**config.mk**
```make
export PLATFORM = sky130hd
export DESIGN_NAME = c2c_master_burst_ctrl
export DESIGN_NICKNAME = d
export VERILOG_FILES = /design/src/rtl/c2c_master_burst_ctrl.sv
export SDC_FILE = /design/constraint.sdc
export NUM_CORES = 1
export LEC_CHECK = 0
export BUFFER_PORTS_ARGS = -buffer_cell sky130_fd_sc_hd__buf_2
export CORE_MARGIN = 10
export CORE_UTILIZATION = 31
export CTS_BUF_LIST = sky130_fd_sc_hd__clkbuf_8
export CTS_CLUSTER_DIAMETER = 200
export CTS_CLUSTER_SIZE = 25
export DETAILED_ROUTE_END_ITERATION = 16
export GPL_ROUTABILITY_DRIVEN = 1
export SLEW_MARGIN = 10
export SYNTH_ARGS = -nofsm -noshare
export SYNTH_HDL_FRONTEND = slang
export SYNTH_SLANG_ARGS = --single-unit
```
**constraint.sdc**
```tcl
create_clock -name clk -period 3.2 [get_ports clk]
set_input_delay 0.64 -clock clk [delete_from_list [all_inputs] [get_ports clk]]
set_output_delay 0.64 -clock clk [all_outputs]
set_load 0.01 [all_outputs]
```
**src/rtl/c2c_master_burst_ctrl.sv**
```systemverilog
// Chip-to-chip burst master: request/ack handshake with bounded retry,
// a programmable notice interval, then a burst of 1..BURST_MAX words
// moved with a four-phase valid/ack handshake. All outputs are registered.
module c2c_master_burst_ctrl #(
    parameter int unsigned DATA_W      = 3,
    parameter int unsigned BURST_MAX   = 4,
    parameter int unsigned NOTICE_CYC  = 100000000,
    parameter int unsigned ACK_TIMEOUT = 50000000,
    parameter int unsigned MAX_RETRY   = 3,
    parameter int unsigned LEN_W       = $clog2(BURST_MAX + 1)
) (
    input  logic                          clk,
    input  logic                          rst_n,
    input  logic                          request,
    input  logic [LEN_W-1:0]              len,
    input  logic [BURST_MAX*DATA_W-1:0]   data_in,
    input  logic                          ack,
    output logic                          request2s,
    output logic                          notice,
    output logic [DATA_W-1:0]             data,
    output logic                          valid,
    output logic                          busy,
    output logic                          done,
    output logic                          error
);

    // Shared timer covers both the notice interval and the ack timeouts.
    localparam int unsigned TMR_MAX = (NOTICE_CYC > ACK_TIMEOUT) ? NOTICE_CYC : ACK_TIMEOUT;
    localparam int unsigned TMR_W   = (TMR_MAX > 1) ? $clog2(TMR_MAX) : 1;
    localparam int unsigned IDX_W   = (BURST_MAX > 1) ? $clog2(BURST_MAX) : 1;
    localparam int unsigned RETRY_W = (MAX_RETRY > 0) ? $clog2(MAX_RETRY + 1) : 1;

    localparam logic [TMR_W-1:0]   ACK_LAST    = TMR_W'(ACK_TIMEOUT - 1);
    localparam logic [TMR_W-1:0]   NOTICE_LAST = TMR_W'(NOTICE_CYC - 1);
    localparam logic [RETRY_W-1:0] RETRY_LIM   = RETRY_W'(MAX_RETRY);

    typedef enum logic [2:0] {
        IDLE,
        REQ,
        BACKOFF,
        NOTICE,
        SEND,
        GAP
    } state_t;

    state_t               state;
    logic [TMR_W-1:0]     timer;
    logic [RETRY_W-1:0]   retry_cnt;
    logic [IDX_W-1:0]     idx;
    logic [IDX_W-1:0]     last_idx;
    logic [DATA_W-1:0]    words [BURST_MAX];
    logic [LEN_W-1:0]     len_clamp;

    // Requested length clamped to the payload capacity.
    always_comb begin
        len_clamp = len;
        if (len > LEN_W'(BURST_MAX)) begin
            len_clamp = LEN_W'(BURST_MAX);
        end
    end

    // Main controller: state, counters, payload capture and registered outputs.
    always_ff @(posedge clk) begin
        if (!rst_n) begin
            state     <= IDLE;
            timer     <= '0;
            retry_cnt <= '0;
            idx       <= '0;
            last_idx  <= '0;
            request2s <= 1'b0;
            notice    <= 1'b0;
            data      <= '0;
            valid     <= 1'b0;
            busy      <= 1'b0;
            done      <= 1'b0;
            error     <= 1'b0;
        end else begin
            done  <= 1'b0;
            error <= 1'b0;
            case (state)
                IDLE: begin
                    if (request && (len != '0)) begin
                        for (int unsigned i = 0; i < BURST_MAX; i++) begin
                            words[i] <= data_in[i*DATA_W +: DATA_W];
                        end
                        last_idx  <= IDX_W'(len_clamp - 1'b1);
                        idx       <= '0;
                        timer     <= '0;
                        retry_cnt <= '0;
                        request2s <= 1'b1;
                        busy      <= 1'b1;
                        state     <= REQ;
                    end
                end

                REQ: begin
                    if (ack) begin
                        request2s <= 1'b0;
                        notice    <= 1'b1;
                        timer     <= '0;
                        state     <= NOTICE;
                    end else if (timer == ACK_LAST) begin
                        request2s <= 1'b0;
                        retry_cnt <= retry_cnt + 1'b1;
                        state     <= BACKOFF;
                    end else begin
                        timer <= timer + 1'b1;
                    end
                end

                BACKOFF: begin
                    if ((MAX_RETRY != 0) && (retry_cnt == RETRY_LIM)) begin
                        error <= 1'b1;
                        busy  <= 1'b0;
                        state <= IDLE;
                    end else begin
                        request2s <= 1'b1;
                        timer     <= '0;
                        state     <= REQ;
                    end
                end

                NOTICE: begin
                    if (!ack) begin
                        notice <= 1'b0;
                        error  <= 1'b1;
                        busy   <= 1'b0;
                        state  <= IDLE;
                    end else if (timer == NOTICE_LAST) begin
                        notice <= 1'b0;
                        data   <= words[0];
                        valid  <= 1'b1;
                        state  <= SEND;
                    end else begin
                        timer <= timer + 1'b1;
                    end
                end

                SEND: begin
                    if (!ack) begin
                        valid <= 1'b0;
                        data  <= '0;
                        if (idx == last_idx) begin
                            done  <= 1'b1;
                            busy  <= 1'b0;
                            state <= IDLE;
                        end else begin
                            idx   <= idx + 1'b1;
                            timer <= '0;
                            state <= GAP;
                        end
                    end
                end

                GAP: begin
                    if (ack) begin
                        data  <= words[idx];
                        valid <= 1'b1;
                        state <= SEND;
                    end else if (timer == ACK_LAST) begin
                        error <= 1'b1;
                        busy  <= 1'b0;
                        state <= IDLE;
                    end else begin
                        timer <= timer + 1'b1;
                    end
                end

                default: begin
                    request2s <= 1'b0;
                    notice    <= 1'b0;
                    data      <= '0;
                    valid     <= 1'b0;
                    busy      <= 1'b0;
                    state     <= IDLE;
                end
            endcase
        end
    end

endmodule
```
# [Word-level counts from Yosys, hierarchy flattened]
# Memories as Yosys holds them, arrays and structs flattened. A register that Yosys moved wholly into a read port is not among the register bits.
# Cells that the tools add are included.
# W data, S select, Z words.
[word_totals] register_bits=45 ramBits=12 input_bits=19 out_inout_bits=9 wordCells=135 mem_count=1
[mem_list] name="words" depth=4 width=3 read_ports=2 rd_ports_with_merged_regs=1 write_ports=4 line="51" rtl="logic [DATA_W-1:0] words [BURST_MAX];"
[op_classes] n_addsub=4 n_lt_le_gt_ge=1 n_eq_ne=28 mux=64 n_bitwise=6 n_reduce_logical=19
[op_table] operator="$mux W27" n=9
[op_table] operator="$pmux W27 S6" n=1
[op_table] operator="$mux W3" n=13
[op_table] operator="$ne A2 B2 Y1 const B" n=16
[op_table] operator="$add A27 B1 Y27 const B" n=1
[op_table] operator="$eq A27 B26 Y1 const B" n=1
[op_table] operator="$eq A27 B27 Y1 const B" n=1
[op_table] operator="$mux W1" n=24
[op_table] operator="$pmux W3 S6" n=1
[op_table] operator="$mux W2" n=8
[op_table] operator="$reduce_and A8 Y1" n=2
[op_table] operator="$pmux W3 S4" n=1
[op_table] operator="$reduce_and A4 Y1" n=3
[op_table] operator="$reduce_and A5 Y1" n=2
[op_table] operator="$ne A3 B3 Y1 const B" n=3
[op_table] operator="$reduce_or A3 Y1" n=3
[op_table] operator="$pmux W1 S4" n=2
[op_table] operator="$pmux W2 S2" n=2
[op_table] operator="$eq A3 B2 Y1 const B" n=2
[op_table] operator="$eq A3 B3 Y1 const B" n=2
[op_table] operator="$not A1 Y1" n=6
[op_table] operator="$pmux W1 S3" n=2
[op_table] operator="$pmux W1 S6" n=1
[op_table] operator="$reduce_bool A6 Y1" n=1
[op_table] operator="other kinds (13)" n=15

# [Longest topological paths before layout]
[depth] ltp_word=6 mapped_depth=9 depth_no_buf=7

# [Least setup slack after synthesis]
# No wires, ideal clock.
[synth_path] kind="input to register" start="in rst_n" end="mem words[0][0], enable pin" setup_time_ps=412 arrival_ps=2375 required_ps=2788 slack_ps=413 stages=4 n_path_buf=2 cell_sequence="clkbuf_1 > inv_1 > clkbuf_1 > nor4_1"
[synth_lines] item="start, declared" line="13" rtl="input logic rst_n,"
[synth_lines] item="end, declared" line="51"

# [Worst setup path after layout]
[layout_path] start="reg timer[0]" end="reg state[2]"
[layout_via] elab_chain_len=3 elab_cells_between_ends=6 cone_classes="eq/ne: 5; reduce/logical: 1"
[layout_rtl] item="start, declared" line="47" rtl="logic [TMR_W-1:0] timer;"
[layout_rtl] item="start signal, assigned" line="107" rtl="timer <= timer + 1'b1;"
[layout_rtl] item="start signal, assigned" line="135" rtl="timer <= timer + 1'b1;"
[layout_rtl] item="start signal, assigned" line="165" rtl="timer <= timer + 1'b1;"
[layout_rtl] item="$eq A27 B26 Y1 or $eq A27 B27 Y1 (tied branches)" line="102, 160, 129"
[layout_rtl] item="$ne A3 B3 Y1 (no source line)"
[layout_rtl] item="$reduce_and A5 Y1 (no source line) (*)"
[layout_rtl] item="end signal, assigned" line="101" rtl="state <= NOTICE;"
[layout_rtl] item="end signal, assigned" line="105" rtl="state <= BACKOFF;"
[layout_rtl] item="end signal, assigned" line="159" rtl="state <= SEND;"
[layout_rtl] item="end, declared" line="46" rtl="state_t state;"
# Every way passes the cells marked *; elsewhere a longest branch is shown, timed or not.
# A chain may end at the register's enable or synchronous reset.

==> metrics.md <==
| Metric | Value |
|---|---|
| Area post-placement | `between 3000 and 4000 µm²` |
| Area Overhead vs Synth | `15.8%` |
| Crit start category | `flop` |
| Maximum VDD drop | `approximately 0.29 mV` |
| Mapped Area | `~3300 µm²` |
| Synth Warn # | `0` |
| IO Port Bufs | `27` |
| Pwr Total | `~1.7 mW` |
| Critical path launch point | `timer[0]` |
| Cts hold-fix bufs | `0` |
| Die Area | `15,000 µm²` |
| Detailed-route wire length per cell | `roughly 16 µm` |
| Register area share after synthesis | `0.399` |
| Number of global-route vias before repair | `2,977` |
| Reg2reg start | `timer[0]` |
| Max H-tree Level | `3` |
| Crit path to | `state[2]` |
| Rel. slew slack | `0.519` |
| DRC | `0` |
| WP buf/inv | `1` |
| CTS buffer count | `9` |
| Critical Path, Cell by Cell | `ha_1 > and3_1 > nand3_1 > or4_4 > a31oi_4 > buf_4 > a211oi_1 > a41o_1` |
| Fmax | `356 MHz` |
| Worst reg2reg endpoint | `state[2]` |
| First-pass GRT wire length | `14,700 µm` |
| Commonest non-fill, non-tap cell in the layout | `dfxtp_1` |
| # rows | `37` |
| Remaining Overflow, GRT | `0` |
| Final Setup Violations | `0` |
| Core Util, Final | `0.367` |
| Clk Latency, worst-skew pair | `around 0.35 ns` |
| Critical path's top delay family | `simple AND/OR/NAND/NOR gates` |
| Max-slew violations | `0` |
| Initial Util | `0.317` |
| Die H | `roughly 120 µm` |
| Cts repair resizes | `0` |
| Leakage | `1.32 nW` |
| Final worst path period need | `2.81 ns` |
| Synth Register Bits | `59` |
| GP Congestion | `about 0.86` |
| CTS sink cnt | `59` |
| Final hold slack | `0.461 ns` |
| Post-synth EDFFs | `12` |
| Post-Syn Nets | `about 400` |
| RSZ-0062 raised after global routing | `false` |
| Worst-path clk slew | `approximately 0.08 ns` |
| Largest net degree at the start of global routing | `27` |
| Dominant synthesized flop cell | `dfxtp_1` |
| Final #Nets | `427` |
| TNS Setup | `0 ns` |
| Die Width | `approximately 120 µm` |
| Antenna cell count | `0` |
| Mapped Cells | `378` |
| Library cells used by synthesis | `69` |
| Critical Path Sink Type | `flop` |
| Gr usage total | `0.121` |
| Worst r2r path cells | `8` |
| Maxcap violations | `0` |
| Max incr delay on CP | `between 0.6 and 0.7 ns` |
| Clock skew | `about 0.0076 ns` |
| Most frequent cells in the layout | `dfxtp_1, nor2_1, nand2_1, buf_2, a21oi_1` |
| CP Max Fanout | `11` |
| DPL Wire Length | `6150 µm` |
| Ports | `28` |
| Drt total wl | `a little under 9000 µm` |
| Data required time of the critical path | `between 3 and 4 ns` |
| Layout cell share with drive strength beyond 1 | `0.175` |
| Final Cell Area | `3780 µm²` |
| R2R Setup Slk | `between 0.3 and 0.4 ns` |
| WS Path Type | `reg2reg` |
| Routed Antenna Nets | `0` |
| Pwr dens | `462 nW/µm²` |
| Slowest CP cell | `or4_4` |
| Worst min-delay path category | `in2reg` |
| CP Depth | `8` |
| Status | `completed` |
| Syn Area/Cell | `approximately 8.6 µm²` |
| Post CTS Setup Buffer Count | `0` |
| CTS tree | `built` |
| DR vias | `~3,100` |
| Hold Fails Final Rpt | `0` |
| Slew @ Worst Pin | `roughly 0.72 ns` |
| Clock Tree Buf Depth | `2` |
| Crit share post-route | `0.878` |
| DRT Pass-1 Iters | `5` |
| Number of DRC markers in iteration 0 | `165` |
| Worst EP arrival | `between 3 and 4 ns` |
| Initial antenna violation count | `0` |
| Vias per cell | `between 5 and 6` |
| Synth async-reset ratio | `0` |
| CTS root buf | `clkbuf_8` |
| Core area | `around 10,000 µm²` |
[how the worst min path moves through the flow]
stage / slack [ns] / cells after the start / endpoint / start
finish: 0.46 / 1 / words[1][0] / data_in[3]
global route: 0.44 / 1 / words[2][0] / data_in[6]
CTS: 0.45 / 1 / words[0][0] / data_in[0]
detailed placement: 0.47 / 2 / timer[23] / timer[23]
global placement: 0.46 / 2 / timer[23] / timer[23]
floorplan: 0.44 / 2 / timer[23] / timer[23]
[cells by family (layout without fill, tap and decap cells)]
family / Yosys count / count (layout) / share of synthesized area
AO/OA/AOI/OAI: 110 / 110 / 0.234
XOR/XNOR: 5 / 5 / 0.0134
multiplexers: 6 / 6 / 0.0299
flip-flops: 59 / 59 / 0.399
buffers and inverters: 35 / 68 / 0.0464
AND/OR/NAND/NOR: 161 / 161 / 0.270
adder cells (fa/ha/maj): 2 / 2 / 0.00767
[registers in the layout (all words and copies together) (netlist names), named ones only]
name / flops
request2s: 1
busy: 1
valid: 1
data: 3
retry_cnt: 2
notice: 1
timer: 27
error: 1
words: 12
state: 3
last_idx: 2
idx: 2
done: 1
[through the flow]
step | worst slack [ns] | std cells
floorplan | 0.413 | 378
global placement | 0.493 | 531
detailed placement | 0.428 | 531
CTS | 0.426 | 547
global route | 0.274 | 547
finish | 0.391 | 547
[area by class of cell]
cell class / count / area [µm²]
fill: 1090 / 6500
multi-input combinational: 284 / 1810
sequential: 59 / 1300
timing repair buffer: 43 / 255
tap: 136 / 170
clock buffer: 9 / 124
clock inverter: 7 / 77.6
inverter: 9 / 33.8
[synthesized netlist by cell type (9+ instances only)]
cell,n,area [µm²]
dfxtp_1,47,941
nand3_1,18,90.1
edfxtp_1,12,360
or4_1,11,82.6
clkbuf_1,22,82.6
nand2_1,36,135
a21oi_1,23,115
a31oi_1,14,87.6
nor2_1,37,139
inv_1,9,33.8
o21ai_0,20,100
[routing by layer]
layer  global-route usage  wire length, µm
met5                    0                0
met4               0.0420              119
met3               0.0344              531
met2                0.192             4140
met1                0.154             4000
[report_power, final]
group	switching (mW)	internal, mW
Clock	0.341	0.364
Combinational	0.155	0.0831
Sequential	0.0212	0.781
No activity file was read; power rests on OpenSTA's default activity.
